`src/rtl/soc_it_slave_arbiter.sv`:
```
// Round-robin arbiter sharing one SoC-IT slave port among NUM_REQ requesters.
// Optional watchdog abort: define SOC_IT_SLAVE_ARB_TIMEOUT_EN.
module soc_it_slave_arbiter #(
    parameter int NUM_REQ        = 4,
    parameter int IDX_W          = $clog2(NUM_REQ),
    parameter int TIMEOUT_CYCLES = 1023
) (
    input  logic                     clk,
    input  logic                     rst,
    input  logic [NUM_REQ-1:0]       req_valid,
    input  logic [NUM_REQ-1:0]       req_write,
    input  logic [64*NUM_REQ-1:0]    req_addr,
    input  logic [4*NUM_REQ-1:0]     req_len,
    output logic [NUM_REQ-1:0]       req_ready,
    input  logic [128*NUM_REQ-1:0]   wr_data,
    input  logic [16*NUM_REQ-1:0]    wr_be,
    output logic [NUM_REQ-1:0]       wr_ack,
    output logic [127:0]             rd_data,
    output logic [NUM_REQ-1:0]       rd_valid,
    output logic                     timeout_err,
    output logic [63:0]              slave_address,
    output logic [3:0]               slave_transaction_id,
    output logic                     slave_address_valid,
    input  logic                     slave_address_ack,
    output logic [3:0]               slave_wrreq,
    input  logic                     slave_wrack,
    output logic [15:0]              slave_be,
    output logic [127:0]             slave_datain,
    output logic [3:0]               slave_rdreq,
    input  logic                     slave_rdack,
    input  logic [127:0]             slave_dataout
);

    // state | meaning
    // IDLE  | no transaction; arbitrate among req_valid
    // ADDR  | address phase, waiting for slave_address_ack
    // WDATA | write beats, one per slave_wrack
    // RDATA | read beats, one per slave_rdack
    typedef enum logic [1:0] {IDLE, ADDR, WDATA, RDATA} state_t;

    state_t             state;
    logic [IDX_W-1:0]   ptr;
    logic [IDX_W-1:0]   g;
    logic [3:0]         len;
    logic [3:0]         cnt;
    logic               is_write;

    logic [IDX_W-1:0]   grant_c;
    logic               grant_vld_c;
    logic [3:0]         len_c;
    logic [NUM_REQ-1:0] g_onehot;

    logic [63:0]  addr_a [NUM_REQ];
    logic [3:0]   len_a  [NUM_REQ];
    logic [127:0] wd_a   [NUM_REQ];
    logic [15:0]  be_a   [NUM_REQ];

    for (genvar i = 0; i < NUM_REQ; i++) begin : g_unpack
        assign addr_a[i] = req_addr[64*i +: 64];
        assign len_a[i]  = req_len[4*i +: 4];
        assign wd_a[i]   = wr_data[128*i +: 128];
        assign be_a[i]   = wr_be[16*i +: 16];
    end

    // First set request searching upward from ptr+1 with wrap-around
    always_comb begin : rr_search
        int               idx;
        logic [IDX_W-1:0] idx_l;
        grant_c     = '0;
        grant_vld_c = 1'b0;
        for (int k = 1; k <= NUM_REQ; k++) begin
            idx   = (int'(ptr) + k) % NUM_REQ;
            idx_l = IDX_W'(idx);
            if (!grant_vld_c && req_valid[idx_l]) begin
                grant_vld_c = 1'b1;
                grant_c     = idx_l;
            end
        end
    end

    assign len_c    = (len_a[grant_c] == 4'd0) ? 4'd1 : len_a[grant_c];
    assign g_onehot = NUM_REQ'(1) << g;

    assign req_ready    = (state == ADDR  && slave_address_ack) ? g_onehot : '0;
    assign wr_ack       = (state == WDATA && slave_wrack)       ? g_onehot : '0;
    assign slave_datain = (state == WDATA) ? wd_a[g] : '0;
    assign slave_be     = (state == WDATA) ? be_a[g] : '0;

`ifdef SOC_IT_SLAVE_ARB_TIMEOUT_EN
    localparam int WD_W = ($clog2(TIMEOUT_CYCLES + 1) > 10) ? $clog2(TIMEOUT_CYCLES + 1) : 10;
    logic [WD_W-1:0] wd;
    logic            phase_ack;
    logic            wd_fire;

    assign phase_ack = (state == ADDR  && slave_address_ack) ||
                       (state == WDATA && slave_wrack) ||
                       (state == RDATA && slave_rdack);
    assign wd_fire   = (state != IDLE) && !phase_ack && (wd == WD_W'(TIMEOUT_CYCLES - 1));
`else
    logic unused_timeout_cfg;
    assign unused_timeout_cfg = (TIMEOUT_CYCLES != 0);
    assign timeout_err        = 1'b0;
`endif

    always_ff @(posedge clk or negedge rst) begin
        if (!rst) begin
            state                <= IDLE;
            ptr                  <= IDX_W'(NUM_REQ - 1);
            g                    <= '0;
            len                  <= '0;
            cnt                  <= '0;
            is_write             <= 1'b0;
            rd_data              <= '0;
            rd_valid             <= '0;
            slave_address        <= '0;
            slave_transaction_id <= '0;
            slave_address_valid  <= 1'b0;
            slave_wrreq          <= '0;
            slave_rdreq          <= '0;
`ifdef SOC_IT_SLAVE_ARB_TIMEOUT_EN
            wd                   <= '0;
            timeout_err          <= 1'b0;
`endif
        end else begin
            rd_valid <= '0;
            case (state)
                IDLE: begin
                    if (grant_vld_c) begin
                        g                    <= grant_c;
                        ptr                  <= grant_c;
                        slave_address        <= addr_a[grant_c];
                        slave_transaction_id <= 4'(grant_c);
                        slave_address_valid  <= 1'b1;
                        len                  <= len_c;
                        is_write             <= req_write[grant_c];
                        state                <= ADDR;
                    end
                end
                ADDR: begin
                    if (slave_address_ack) begin
                        slave_address_valid <= 1'b0;
                        cnt                 <= len;
                        if (is_write) begin
                            slave_wrreq <= len;
                            state       <= WDATA;
                        end else begin
                            slave_rdreq <= len;
                            state       <= RDATA;
                        end
                    end
                end
                WDATA: begin
                    if (slave_wrack) begin
                        cnt <= cnt - 4'd1;
                        if (cnt == 4'd1) begin
                            slave_wrreq <= '0;
                            state       <= IDLE;
                        end
                    end
                end
                RDATA: begin
                    if (slave_rdack) begin
                        rd_data  <= slave_dataout;
                        rd_valid <= g_onehot;
                        cnt      <= cnt - 4'd1;
                        if (cnt == 4'd1) begin
                            slave_rdreq <= '0;
                            state       <= IDLE;
                        end
                    end
                end
                default: state <= IDLE;
            endcase
`ifdef SOC_IT_SLAVE_ARB_TIMEOUT_EN
            timeout_err <= 1'b0;
            if (state == IDLE || phase_ack)
                wd <= '0;
            else
                wd <= wd + 1'b1;
            // Abort overrides the case above; pointer stays on the aborted requester
            if (wd_fire) begin
                state               <= IDLE;
                slave_address_valid <= 1'b0;
                slave_wrreq         <= '0;
                slave_rdreq         <= '0;
                timeout_err         <= 1'b1;
            end
`endif
        end
    end

endmodule

```
`config.mk`:
```
export PLATFORM = sky130hd
export DESIGN_NAME = soc_it_slave_arbiter
export DESIGN_NICKNAME = d
export VERILOG_FILES = /design/src/rtl/soc_it_slave_arbiter.sv
export SDC_FILE = /design/constraint.sdc
export NUM_CORES = 1
export LEC_CHECK = 0
export BUFFER_PORTS_ARGS = -buffer_cell sky130_fd_sc_hd__clkbuf_2
export CORE_AREA = 2 2 523 525
export DETAILED_ROUTE_END_ITERATION = 6
export DIE_AREA = 0 0 525 527
export PLACE_DENSITY = 0.31
export SLEW_MARGIN = 20
export SYNTH_ARGS = -nofsm -noshare
export SYNTH_HDL_FRONTEND = slang
export SYNTH_SLANG_ARGS = --single-unit
```
`constraint.sdc`:
```
create_clock -name clk -period 3 [get_ports clk]
set_input_delay 0.15 -clock clk [delete_from_list [all_inputs] [get_ports clk]]
set_output_delay 0.15 -clock clk [all_outputs]
set_load 0.01 [all_outputs]
```
==> flow_summary.yaml <==
synth:
  synth-main-ff-cell: "dfrtp_1"
  yosys_warnings: 0
  post-synth-top-count-cell: "dfrtp_1"
  top_area_cell_type_share_of_the_netlist_area: 0.364
  synth_common_cells: "dfrtp_1 (218), nand2_1 (150), mux4_2 (146)"
  synthArstFlopShare: 1.00
  synth-seq-cells: 220
  synth_cell_type_count: 43
  synthesis.area_sq_um: 15000
  synth_cells: 1298
  synth-seq-area-share: 0.368
  post_synth.cell_area_avg_sq_um: 11.5
  post_synth_main_area_contributors: "dfrtp_1 (36%), mux4_2 (22%), mux2_2 (10%)"
  synth_edf_count: 0
  synth_top_cell_by_area: "dfrtp_1"
die:
  die_height_um: 527
  coreArea_sq_um: 272000
  die_w_um: 525
  top_level_ports: 1351
  floorplan.initialDensity: 0.0552
  core.rowCount: 192
  floorplan.die_area_sq_um: 277000
power_and_ir_drop:
  peakVddDrop_uv: 478
  p_total_uw: 26200
  static-leakage-power_uw: 0.0141
  power_per_cell_area_nw_per_um2: 843
outcome:
  status: "complete, no violations"
clock_tree:
  clkSinkCount: 220
  clock_latency_ns: 0.65
  cts_buffers: 31
  cts.path.max_buffers: 3
  clk_root_buffer_cell: "clkbuf_16"
  tritoncts_clock_tree: "yes"
  cts.clk_slew.worst_paths_ns: 0.06
  cts_htree_levels: 1
global_routing:
  grt_antenna_before_repair: 113
  grt_start_max_net_pins: 82
  grt_pass1_vias: 20100
  grt_overflow: 0
  grt_first_pass_wirelength_um: 206000
  global_route.usage.total: 0.112
sta:
  clock.fmax_ghz: 0.353
  tightest_slew_ns: 1.05
  rsz0062_at_grt: "no"
  drv_slew: 0
  minimum_hold_slack_ns: 0.0797
  slew_headroom: 0.298
  min_period_over_period: 0.945
  fin_crit_ns: 2.83
  worst_clock_skew_ns: 0.0193
  setup_viol: 0
  finalHoldViolCount: 0
  final.setup.tns_ns: 0
final_layout:
  growth_of_design_area_from_synthesis_to_finish_pct: 107
  share_of_final_layout_standard_cells_stronger_than_drive_strength_1: 0.589
  finish.net_count: 3933
  post-route-cell-area_sq_um: 31000
hold_path:
  hold_path_depth: 4
  timing.hold.worst_endpoint: "slave_address[27]"
  hold_class: "primary input to flip-flop"
  worstHoldStart: "req_addr[91]"
worst_setup_path:
  regToRegSetupSlack_ns: 0.17
  critical_path_class: "flip-flop to flip-flop"
  worstRegToRegCells: 9
  worst_endpoint_required_time_ns: 3.58
  start_kind: "flip-flop"
  worst_ep_arrival_time_ns: 3.42
  rr_endpoint: "slave_address[45]"
  critical_path.endpoint_type: "flip-flop"
  critical_path_peak_fanout: 27
  worst_r2r_startpoint: "ptr[1]"
route:
  drc_errors: 0
  drt_pass1_iterations: 5
  routed_via_density: 2.92
  postRouteWirelength_um: 162000
  drt-wirelength-per-cell_um: 24.6
  via_count: 19200
  detail-route-antenna-nets: 0
  detailedRoute.firstIterationViolations: 1093
placement:
  dp.final_hpwl_um: 141000
  gp_congestion: 1.02
  buffer_ports.inserted: 1347
  dpl-instance-area_sq_um: 26400
flow_run:
  maxCapViolCount: 0
[through the flow]
step,setup slack (ns),std cells,util
floorplan,0.737,1300,-
finish,0.165,6594,0.114
global placement,0.378,6150,0.0971
global route,0.00585,6575,0.114
detailed placement,0.355,6150,0.0971
CTS,0.00191,6556,0.114
[cell type report]
class / instances / area (sq um)
Multi-Input combinational cell: 932 / 8880
Timing Repair Buffer: 1748 / 11000
Fill cell: 31500 / 241000
Inverter: 9 / 33.8
Sequential cell: 220 / 5520
Clock inverter: 13 / 146
Clock buffer: 45 / 868
Antenna cell: 38 / 95.1
Tap cell: 3589 / 4490
[metal layers]
layer  share of wire  track usage
met1            0.35        0.117
met2            0.53        0.213
met3           0.073       0.0292
met4           0.040       0.0369
met5          0.0017            0
[power by group]
part | switching, uW | leakage, uW | total [uW] | internal, uW
clock | 1720 | 0.000494 | 3900 | 2190
sequential | 1110 | 0.00263 | 5590 | 4480
combinational | 9470 | 0.0110 | 16700 | 7190
[worst max-delay path: stages, from the launching register on]
cell and delay (ns):
dfstp_2 0.64, mux2i_2 0.30, a2bb2oi_4 0.30, buf_4 0.19, buf_6 0.24, and3_1 0.19
a211oi_1 0.04, dlygate4sd3_1 0.57, a311oi_1 0.20, a21o_1 0.11
[sequential cells by signal, summed over array words and instances (netlist names)]
register	count
rd_data	128
slave_address	64
cnt	4
len	4
rd_valid	4
slave_rdreq	4
slave_wrreq	4
ptr	2
slave_transaction_id	2
state	2
is_write	1
slave_address_valid	1
[placed cells by master (no fill, tap or decap), drive strengths merged, types with 4 or more instances in the layout]
cell type / n
nor3: 4
diode: 38
a31oi: 4
dlygate4sd3: 344
o21ai: 15
a21o: 66
dfrtp: 218
mux4: 146
nor2: 20
clkbuf: 1388
a211oi: 70
inv: 12
and2: 145
and3: 70
a311oi: 65
nand3: 7
mux2: 135
buf: 61
nand2: 151
a21oi: 4
clkinv: 6
[worst max-delay path by stage]
stage	cells after the start	endpoint	from	slack (ns)
3_3_place_gp	7	slave_address[38]	ptr[1]	0.38
2_1_floorplan	7	len[3]	ptr[1]	0.74
6_report	9	slave_address[45]	ptr[1]	0.17
4_1_cts	5	slave_datain[58]	slave_transaction_id[0]	0.002
3_5_place_dp	7	slave_address[6]	ptr[1]	0.36
5_1_grt	9	slave_address[45]	ptr[1]	0.006
[cell families (layout without fill, tap and decap cells)]
logic type                 Yosys count  in the layout  share of synthesized area
and+or+nand+nor                    408            408                      0.142
muxes                              284            284                      0.323
AOI/OAI and AO/OA                  235            235                      0.122
DFF                                220            220                      0.368
buffers and inverters              148           1815                     0.0436
adders and majority gates            2              2                    0.00167
other                                1             41                   0.000250
[timing repair]
item                                    CTS  global route
hold buffers                            344             0
endpoints found under the hold margin   420             0
buffers inserted                          4             0
endpoints found under the setup margin   92             2
resized for setup                         2             3
(Power assumes the default switching activity.)
